<file path="config.mk">
export PLATFORM = sky130hd
export DESIGN_NAME = fwd_hazard_unit
export DESIGN_NICKNAME = d
export VERILOG_FILES = /design/src/rtl/fwd_hazard_unit.sv
export SDC_FILE = /design/constraint.sdc
export NUM_CORES = 1
export LEC_CHECK = 0
export ABC_AREA = 1
export BUFFER_PORTS_ARGS = -buffer_cell sky130_fd_sc_hd__buf_4
export CAP_MARGIN = 20
export CORE_MARGIN = 8
export CORE_UTILIZATION = 47
export CTS_BUF_LIST = sky130_fd_sc_hd__clkbuf_8
export DETAILED_ROUTE_END_ITERATION = 6
export PLACE_DENSITY = 0.72
export SYNTH_ARGS = -nofsm -noshare
export SYNTH_HDL_FRONTEND = slang
export SYNTH_SLANG_ARGS = --single-unit
</file>
<file path="constraint.sdc">
create_clock -name clk -period 10.5 [get_ports clk]
set_input_delay 1.575 -clock clk [delete_from_list [all_inputs] [get_ports clk]]
set_output_delay 1.575 -clock clk [all_outputs]
set_load 0.02 [all_outputs]
</file>
<file path="src/rtl/fwd_hazard_unit.sv">
// EX-stage operand forwarding (LSU > WBU > retired-write buffer > RF) with a
// load-use interlock and saturating stall / load-use event counters.
module fwd_hazard_unit #(
    parameter int WIDTH  = 32,
    parameter int NREAD  = 2,
    parameter int RDEPTH = 2,
    parameter int CNT_W  = 32
) (
    input  logic                   clk,
    input  logic                   rst,
    input  logic                   ex_valid,
    input  logic                   ex_flush,
    input  logic [5*NREAD-1:0]     ex_rf_raddr,
    input  logic [WIDTH*NREAD-1:0] ex_rf_rdata,
    input  logic                   ls_valid,
    input  logic                   ls_rf_we,
    input  logic [4:0]             ls_rf_waddr,
    input  logic                   ls_is_load,
    input  logic                   ls_mem_done,
    input  logic [WIDTH-1:0]       ls_rf_wdata_i,
    input  logic                   wb_valid,
    input  logic                   wb_rf_we,
    input  logic [4:0]             wb_rf_waddr,
    input  logic [WIDTH-1:0]       wb_rf_wdata_i,
    output logic [WIDTH*NREAD-1:0] ex_rf_rdata_o,
    output logic                   stall_ex,
    output logic [CNT_W-1:0]       perf_stall_cnt,
    output logic [CNT_W-1:0]       perf_luse_cnt
);

    typedef enum logic {IDLE, WAIT} state_t;

    state_t state_reg, state_next;
    logic   luse_inc;

    logic             buf_valid_reg [RDEPTH];
    logic [4:0]       buf_addr_reg  [RDEPTH];
    logic [WIDTH-1:0] buf_data_reg  [RDEPTH];

    logic [NREAD-1:0] port_luse;
    logic             ls_wr, wb_wr, load_use, ex_fire, push;

    // x0 is hardwired, so writes to it are never forwarding candidates
    assign ls_wr = ls_valid & ls_rf_we & (ls_rf_waddr != 5'd0);
    assign wb_wr = wb_valid & wb_rf_we & (wb_rf_waddr != 5'd0);

    genvar gi;
    generate
        for (gi = 0; gi < NREAD; gi++) begin : g_port
            logic [4:0]       raddr;
            logic             ls_hit, wb_hit;
            logic [WIDTH-1:0] sel;

            assign raddr  = ex_rf_raddr[5*gi +: 5];
            assign ls_hit = ls_wr & (ls_rf_waddr == raddr);
            assign wb_hit = wb_wr & (wb_rf_waddr == raddr);

            // Lowest priority assigned first; later assignments override
            always_comb begin
                sel = ex_rf_rdata[WIDTH*gi +: WIDTH];
                for (int k = RDEPTH - 1; k >= 0; k--) begin
                    if (buf_valid_reg[k] && buf_addr_reg[k] == raddr) begin
                        sel = buf_data_reg[k];
                    end
                end
                if (wb_hit) begin
                    sel = wb_rf_wdata_i;
                end
                if (ls_hit) begin
                    sel = ls_rf_wdata_i;
                end
            end

            assign ex_rf_rdata_o[WIDTH*gi +: WIDTH] = sel;
            assign port_luse[gi] = ls_hit & ls_is_load & ~ls_mem_done;
        end
    endgenerate

    assign load_use = ex_valid & ~ex_flush & (|port_luse);
    assign stall_ex = load_use & ~rst;
    assign ex_fire  = ex_valid & ~stall_ex;
    assign push     = wb_wr & ~ex_flush;

    // The RF has no write-through, so WB writes seen while EX waits are
    // retained until the held instruction finally leaves EX.
    always_ff @(posedge clk) begin
        if (rst || ex_flush) begin
            for (int k = 0; k < RDEPTH; k++) begin
                buf_valid_reg[k] <= 1'b0;
            end
        end else if (push) begin
            buf_valid_reg[0] <= 1'b1;
            buf_addr_reg[0]  <= wb_rf_waddr;
            buf_data_reg[0]  <= wb_rf_wdata_i;
            for (int k = 1; k < RDEPTH; k++) begin
                buf_valid_reg[k] <= buf_valid_reg[k-1] & ~ex_fire;
                buf_addr_reg[k]  <= buf_addr_reg[k-1];
                buf_data_reg[k]  <= buf_data_reg[k-1];
            end
        end else if (ex_fire) begin
            for (int k = 0; k < RDEPTH; k++) begin
                buf_valid_reg[k] <= 1'b0;
            end
        end
    end

    always_comb begin
        state_next = state_reg;
        luse_inc   = 1'b0;
        case (state_reg)
            IDLE: begin
                if (load_use) begin
                    state_next = WAIT;
                    luse_inc   = 1'b1;
                end
            end
            WAIT: begin
                if (ls_mem_done || ex_flush || !ls_valid) begin
                    state_next = IDLE;
                end
            end
            default: state_next = IDLE;
        endcase
    end

    always_ff @(posedge clk) begin
        if (rst) begin
            state_reg      <= IDLE;
            perf_stall_cnt <= '0;
            perf_luse_cnt  <= '0;
        end else begin
            state_reg <= state_next;
            if (stall_ex && perf_stall_cnt != '1) begin
                perf_stall_cnt <= perf_stall_cnt + 1'b1;
            end
            if (luse_inc && perf_luse_cnt != '1) begin
                perf_luse_cnt <= perf_luse_cnt + 1'b1;
            end
        end
    end

endmodule

</file>
Word-level counts from Yosys, hierarchy flattened

Memories as Yosys holds them, arrays and structs flattened.
Cells that the tools add are included.

Bits in registers: 65
Latch bits: 0
RAM bits: 76
Memory bits (read-only): 0
Input bits: 158
Memories kept: 3

$add $sub $neg: 2
Multipliers: 0
Divide/modulo/power cells: 0
$lt $le $gt $ge: 0
Eq/ne operators: 10
Shift-type cells: 0
Mux-type cells: 25
Bitwise logic cells: 28
Reduce and logical (&&, ||, !) cells: 13

Memories:

| name          | words | width | read ports | clocked after Yosys merged registers in | wr ports | RTL line | text |
|---|---|---|---|---|---|---|---|
| buf_data_reg  | 2     | 32    | 2          | 0                                       | 2        | 38       | `logic [WIDTH-1:0] buf_data_reg [RDEPTH];` |
| buf_addr_reg  | 2     | 5     | 2          | 0                                       | 2        | 37       | `logic [4:0] buf_addr_reg [RDEPTH];` |
| buf_valid_reg | 2     | 1     | 2          | 0                                       | 2        | 36       | `logic buf_valid_reg [RDEPTH];` |

Operator list:

| operator                                       | count |
|---|---|
| two-way mux 32 bit                             | 8 |
| adder 32 x 1 -> 32 bit (second input constant) | 2 |
| != test 32 bit (second input constant)         | 2 |
| == test 5 bit                                  | 8 |
| AND 1 bit                                      | 18 |
| two-way mux 1 bit                              | 16 |
| nonzero test 5 bit                             | 2 |
| logical AND 1 bit                              | 6 |
| inverter 1 bit                                 | 6 |
| OR 1 bit                                       | 4 |
| logical OR 1 bit                               | 3 |
| one-hot mux 1 bit (2 select lines)             | 1 |
| OR reduction 2 bit                             | 1 |
| logical NOT 1 bit                              | 1 |

Depth between registers and ports, before layout

Depth after elaboration: 15
Gate-level depth with buffers: 14

Worst setup path after synthesis

OpenSTA, ideal clock, no wires.

Path type: input to register
Start: in ex_flush
End: mem buf_valid_reg[1][0] (netlist: buf_valid_reg[0][1]) (data pin)
Arrival: 5.418 ns
Required time: 10.346 ns
Setup slack: 4.929 ns
Stages: 3
Cell sequence: or2_2 nor2_1 and3_1

RTL lines:

| item            | RTL line | text |
|---|---|---|
| start, declared | 12       | `input logic ex_flush,` |
| end, declared   | 36       |  |

Worst setup path in the final report

Start: in ex_rf_raddr[1]
End: out ex_rf_rdata_o[31]

Cells in the longest elaborated chain, start to end: 6
Elaborated cells between the ends (all ways): 12
Classes of those cells: eq/ne (4); mux (4); bitwise (2); reduce/logical (2)

RTL lines:

| item                             | RTL line | text |
|---|---|---|
| start, declared                  | 13       | `input logic [5*NREAD-1:0] ex_rf_raddr,` |
| == test 5 bit                    | 62       | `if (buf_valid_reg[k] && buf_addr_reg[k] == raddr) begin` |
| logical AND 1 bit                | 62       |  |
| two-way mux 32 bit (2 in series) | 62       |  |
| two-way mux 32 bit               | 66       | `if (wb_hit) begin` |
| two-way mux 32 bit (*)           | 69       | `if (ls_hit) begin` |
| end, declared                    | 25       | `output logic [WIDTH*NREAD-1:0] ex_rf_rdata_o,` |

Mark *: on every way between the ends. The rest lies on a longest branch, timed or not.

==> results.txt <==
Starting utilization of the core area: 47.5%. In the global route stage, overall resource usage came out at 25.0%. The wire-length estimate of the detail-placed layout is 23700 um.

After synthesis the netlist holds a flip-flop and latch count of 141. The combinational cell fraction of total power was 16.1%; the required time of the critical path was 8930 ps. Sequential elements use 37.6% of the synthesized area. The tools report the final setup TNS as 0 ps. Counting every net in the synthesized netlist gives 1536. The congestion estimate from routability-driven global placement came to 0.895.

The floorplan has 52 rows. Yosys printed 0 warnings. The count of endpoints failing hold in the final timing report is 0, and the proportion of total power due to net switching is 26.2%. The critical path is of the in -> out type. After filler insertion, the fill cell instance count of the layout stands at 1920. The number of buffer cells added on primary ports is 286.

After synthesis the cells add up to 0.00952 mm^2. The routed design could run at a clock period as short as 5510 ps. The register with the most flip-flops in the layout has 64 of them. Cells with a size suffix above 1 make up 23.5% of the layout. The library cell used most frequently in the layout, excluding fill and tap cells, is buf_4. After global routing, the most crowded layer is met2. The maximum count of clock buffers along a single path came out at 2. The logs give 30.3% for the routing usage on met1 and 17 for the total CTS buffers. TritonCTS built the clock tree.

The worst hold path belongs to the class reg -> reg. For the number of instances in the synthesized netlist, the log shows 1376. Global routing finished with a remaining overflow of 0. The tools report the setup slack after placement as 5010 ps. The first global-routing pass estimated 50100 um of wire. From synthesis to final layout, the design area changed by 28.4%. In this run the worst path has a maximum fanout of 33. Tracing the worst setup path back leads to its startpoint at ex_rf_raddr[1]. In the layout the commonest cells are 303 x buf_4, 226 x nand2_1, 187 x nor2_1, 179 x inv_1, 132 x nand3_1. CTS placed an instance of clkbuf_8 at the clock tree root. After detailed routing, the number of remaining DRC violations is 0. The residual antenna-violating net count after detailed routing was 0; the number of setup buffers added after CTS was 0. After layout, the worst path uses 52.4% of the clock period.

The initial DRC count came out at 779. The tightest hold path in the finished design has a slack of 491 ps. The tool flagged a number of max-cap violations equal to 0. Before antenna repair, the detailed router went through 5 iterations. The number of antenna violations at the first check in global routing was 1; the average wire per cell in the routed design was 17.0 um. For the layout net count, the log shows 1781. Count of pins over their slew limit: 0. In this run the standard cell core region covers 0.0200 mm^2. The worst setup path is captured at an output port.

The run gives 141 as the number of clock sinks. Setup repair after global routing left no endpoint under its margin. After clock tree synthesis, the clock-pin slew on the worst setup and hold paths is 80 ps.

The count of different cell masters after synthesis came out at 40. The worst register-to-register path begins at perf_luse_cnt[0]. Gates resized during post-CTS repair numbered 0. The startpoint identified for the worst hold timing path is buf_data_reg[0][6]. The H-tree was split into 4 levels. For met3 alone, demand over resource in global routing was 7.44%. At the pin with the least slew margin, the transition time is 959 ps. The run gives 47.6% as the power share of the sequential group. The worst setup path is launched from a primary input. The tools report the maximum number of pins on one net before global-route repair as 66. In this run, post-CTS hold repair placed 0 buffers. The clock insertion delay at the later pin of the skew report was 450 ps; the worst path arrival time was 3930 ps.

The run finished with clean final reports. The run gives 4990 ps as the final setup slack of the worst path. For this design the static power due to leakage is 5.24 nW. The average cell area after synthesis is 6.92 um^2, and the internal power is 915 uW. The worst pin sits at a relative slew slack of 35.9%. Count of final setup violators: 0. In this run the count of I/O pins placed on the die edge is 287.

The floorplan die width came out at 158 um. For this block, the via count after detailed routing is 10500. In this run the power density over the cells is 102 mW/mm^2. Via count of the first global-routing pass: 9981.

After routing the design area is 0.0122 mm^2. The switching power total is 325 uW. Achievable clock frequency: 0.182 GHz.

Per report_power, the clock group accounts for 36.3% of the total. The die covers 0.0251 mm^2. The peak ir drop on the vdd network came out at 0.0702 mV.

The die outline height is 158 um, and the met2 global-route usage is 41.8%. The vias per cell was 5.50. For the total detailed-routing wirelength, the log shows 32300 um. Summing all placed instances gives a cell area of 0.0118 mm^2. Clock skew: 14.3 ps.
## per-stage QoR
| step | power, mW | instances | utilization, % |
|---|---|---|---|
| final | 1.24 | 1904 | 61.0 |
| after global placement | 0.800 | 1872 | 59.0 |
| after CTS | 1.25 | 1902 | 61.0 |
| after detailed placement | 0.802 | 1872 | 59.0 |
| after global routing | 1.29 | 1902 | 61.0 |
| after floorplan | 0.697 | 1376 | - |
## cells in the mapped netlist
master    count  area share, %
a211oi_1      1          0.079
a21oi_1     104            5.5
a21oi_2       2           0.18
a221oi_1      1          0.092
and2_1        1          0.066
and3_1        2           0.13
buf_1         3           0.12
buf_2        14           0.74
buf_4         1          0.079
buf_6         6           0.71
clkbuf_1     53            2.1
dfxtp_1      65             14
edfxtp_1     76             24
ha_1          2           0.26
inv_1       178            7.0
inv_2         7           0.28
nand2_1     226            8.9
nand2_2       1          0.066
nand2_4       1           0.12
nand3_1     136            7.1
nand3_2       3           0.32
nand3_4       1           0.18
nand3b_1      2           0.16
nand4_1      87            5.7
nand4_4       1           0.22
nor2_1      192            7.6
nor2_2       14           0.92
nor2_4        5           0.59
nor3_1       11           0.58
nor3_2        4           0.42
nor4_1        4           0.26
nor4_2        1           0.13
o211ai_1     64            5.0
o21ai_0      71            3.7
o21ai_1       4           0.21
o21bai_1      1          0.079
o22ai_1       6           0.39
or2_2         1          0.066
xnor2_1      10           0.92
xor2_1       14            1.3
## cell families after synthesis
family | synth area share [%]
simple gates | 33.6
fa+ha+maj | 0.263
compound gates | 15.3
xor+xnor | 2.21
buf+inv | 11.0
flops | 37.6
## critical path: stages
cell and delay, ps:
buf_4 140, nand2_1 60, o21ai_0 90, a21oi_2 110
buf_4 350, nand3_1 560, buf_4 430, nand2_1 80
nand3_1 80, o211ai_1 150, a21oi_1 120, buf_4 170
## power by group through the flow
stage | Combinational (mW) | Clock [mW] | Sequential, mW
2_1_floorplan | 0.0951 | 0 | 0.602
3_3_place_gp | 0.198 | 0 | 0.603
3_5_place_dp | 0.199 | 0 | 0.603
4_1_cts | 0.200 | 0.461 | 0.590
5_1_grt | 0.215 | 0.482 | 0.591
6_report | 0.200 | 0.450 | 0.590
## routing by layer
layer | vias up | share of wire [%]
li1 | 5157 | -
met2 | 426 | 47
met3 | 52 | 9.7
met4 | 0 | 2.0
met1 | 4846 | 41
met5 | - | 0
## worst paths after layout
path / endpoint / slack, ps / cells past startpoint
max: ex_rf_rdata_o[31] / 4990 / 12
min reg2reg: buf_data_reg[0][38] / 490 / 0
min: buf_data_reg[0][38] / 490 / 0
max reg2reg: perf_luse_cnt[18] / 8340 / 12
## final cells by class
class	count	area, um^2	share of cell area [%]
multi-input cells	973	4930	40.3
flip-flops and latches	141	3580	29.3
repair buffers	303	2270	18.6
inverters	185	694	5.68
well taps	270	338	2.76
clock buffers	18	248	2.03
clock inverters	12	149	1.22
diodes	2	5.00	0.0410
No activity file was read; power rests on OpenSTA's default activity.
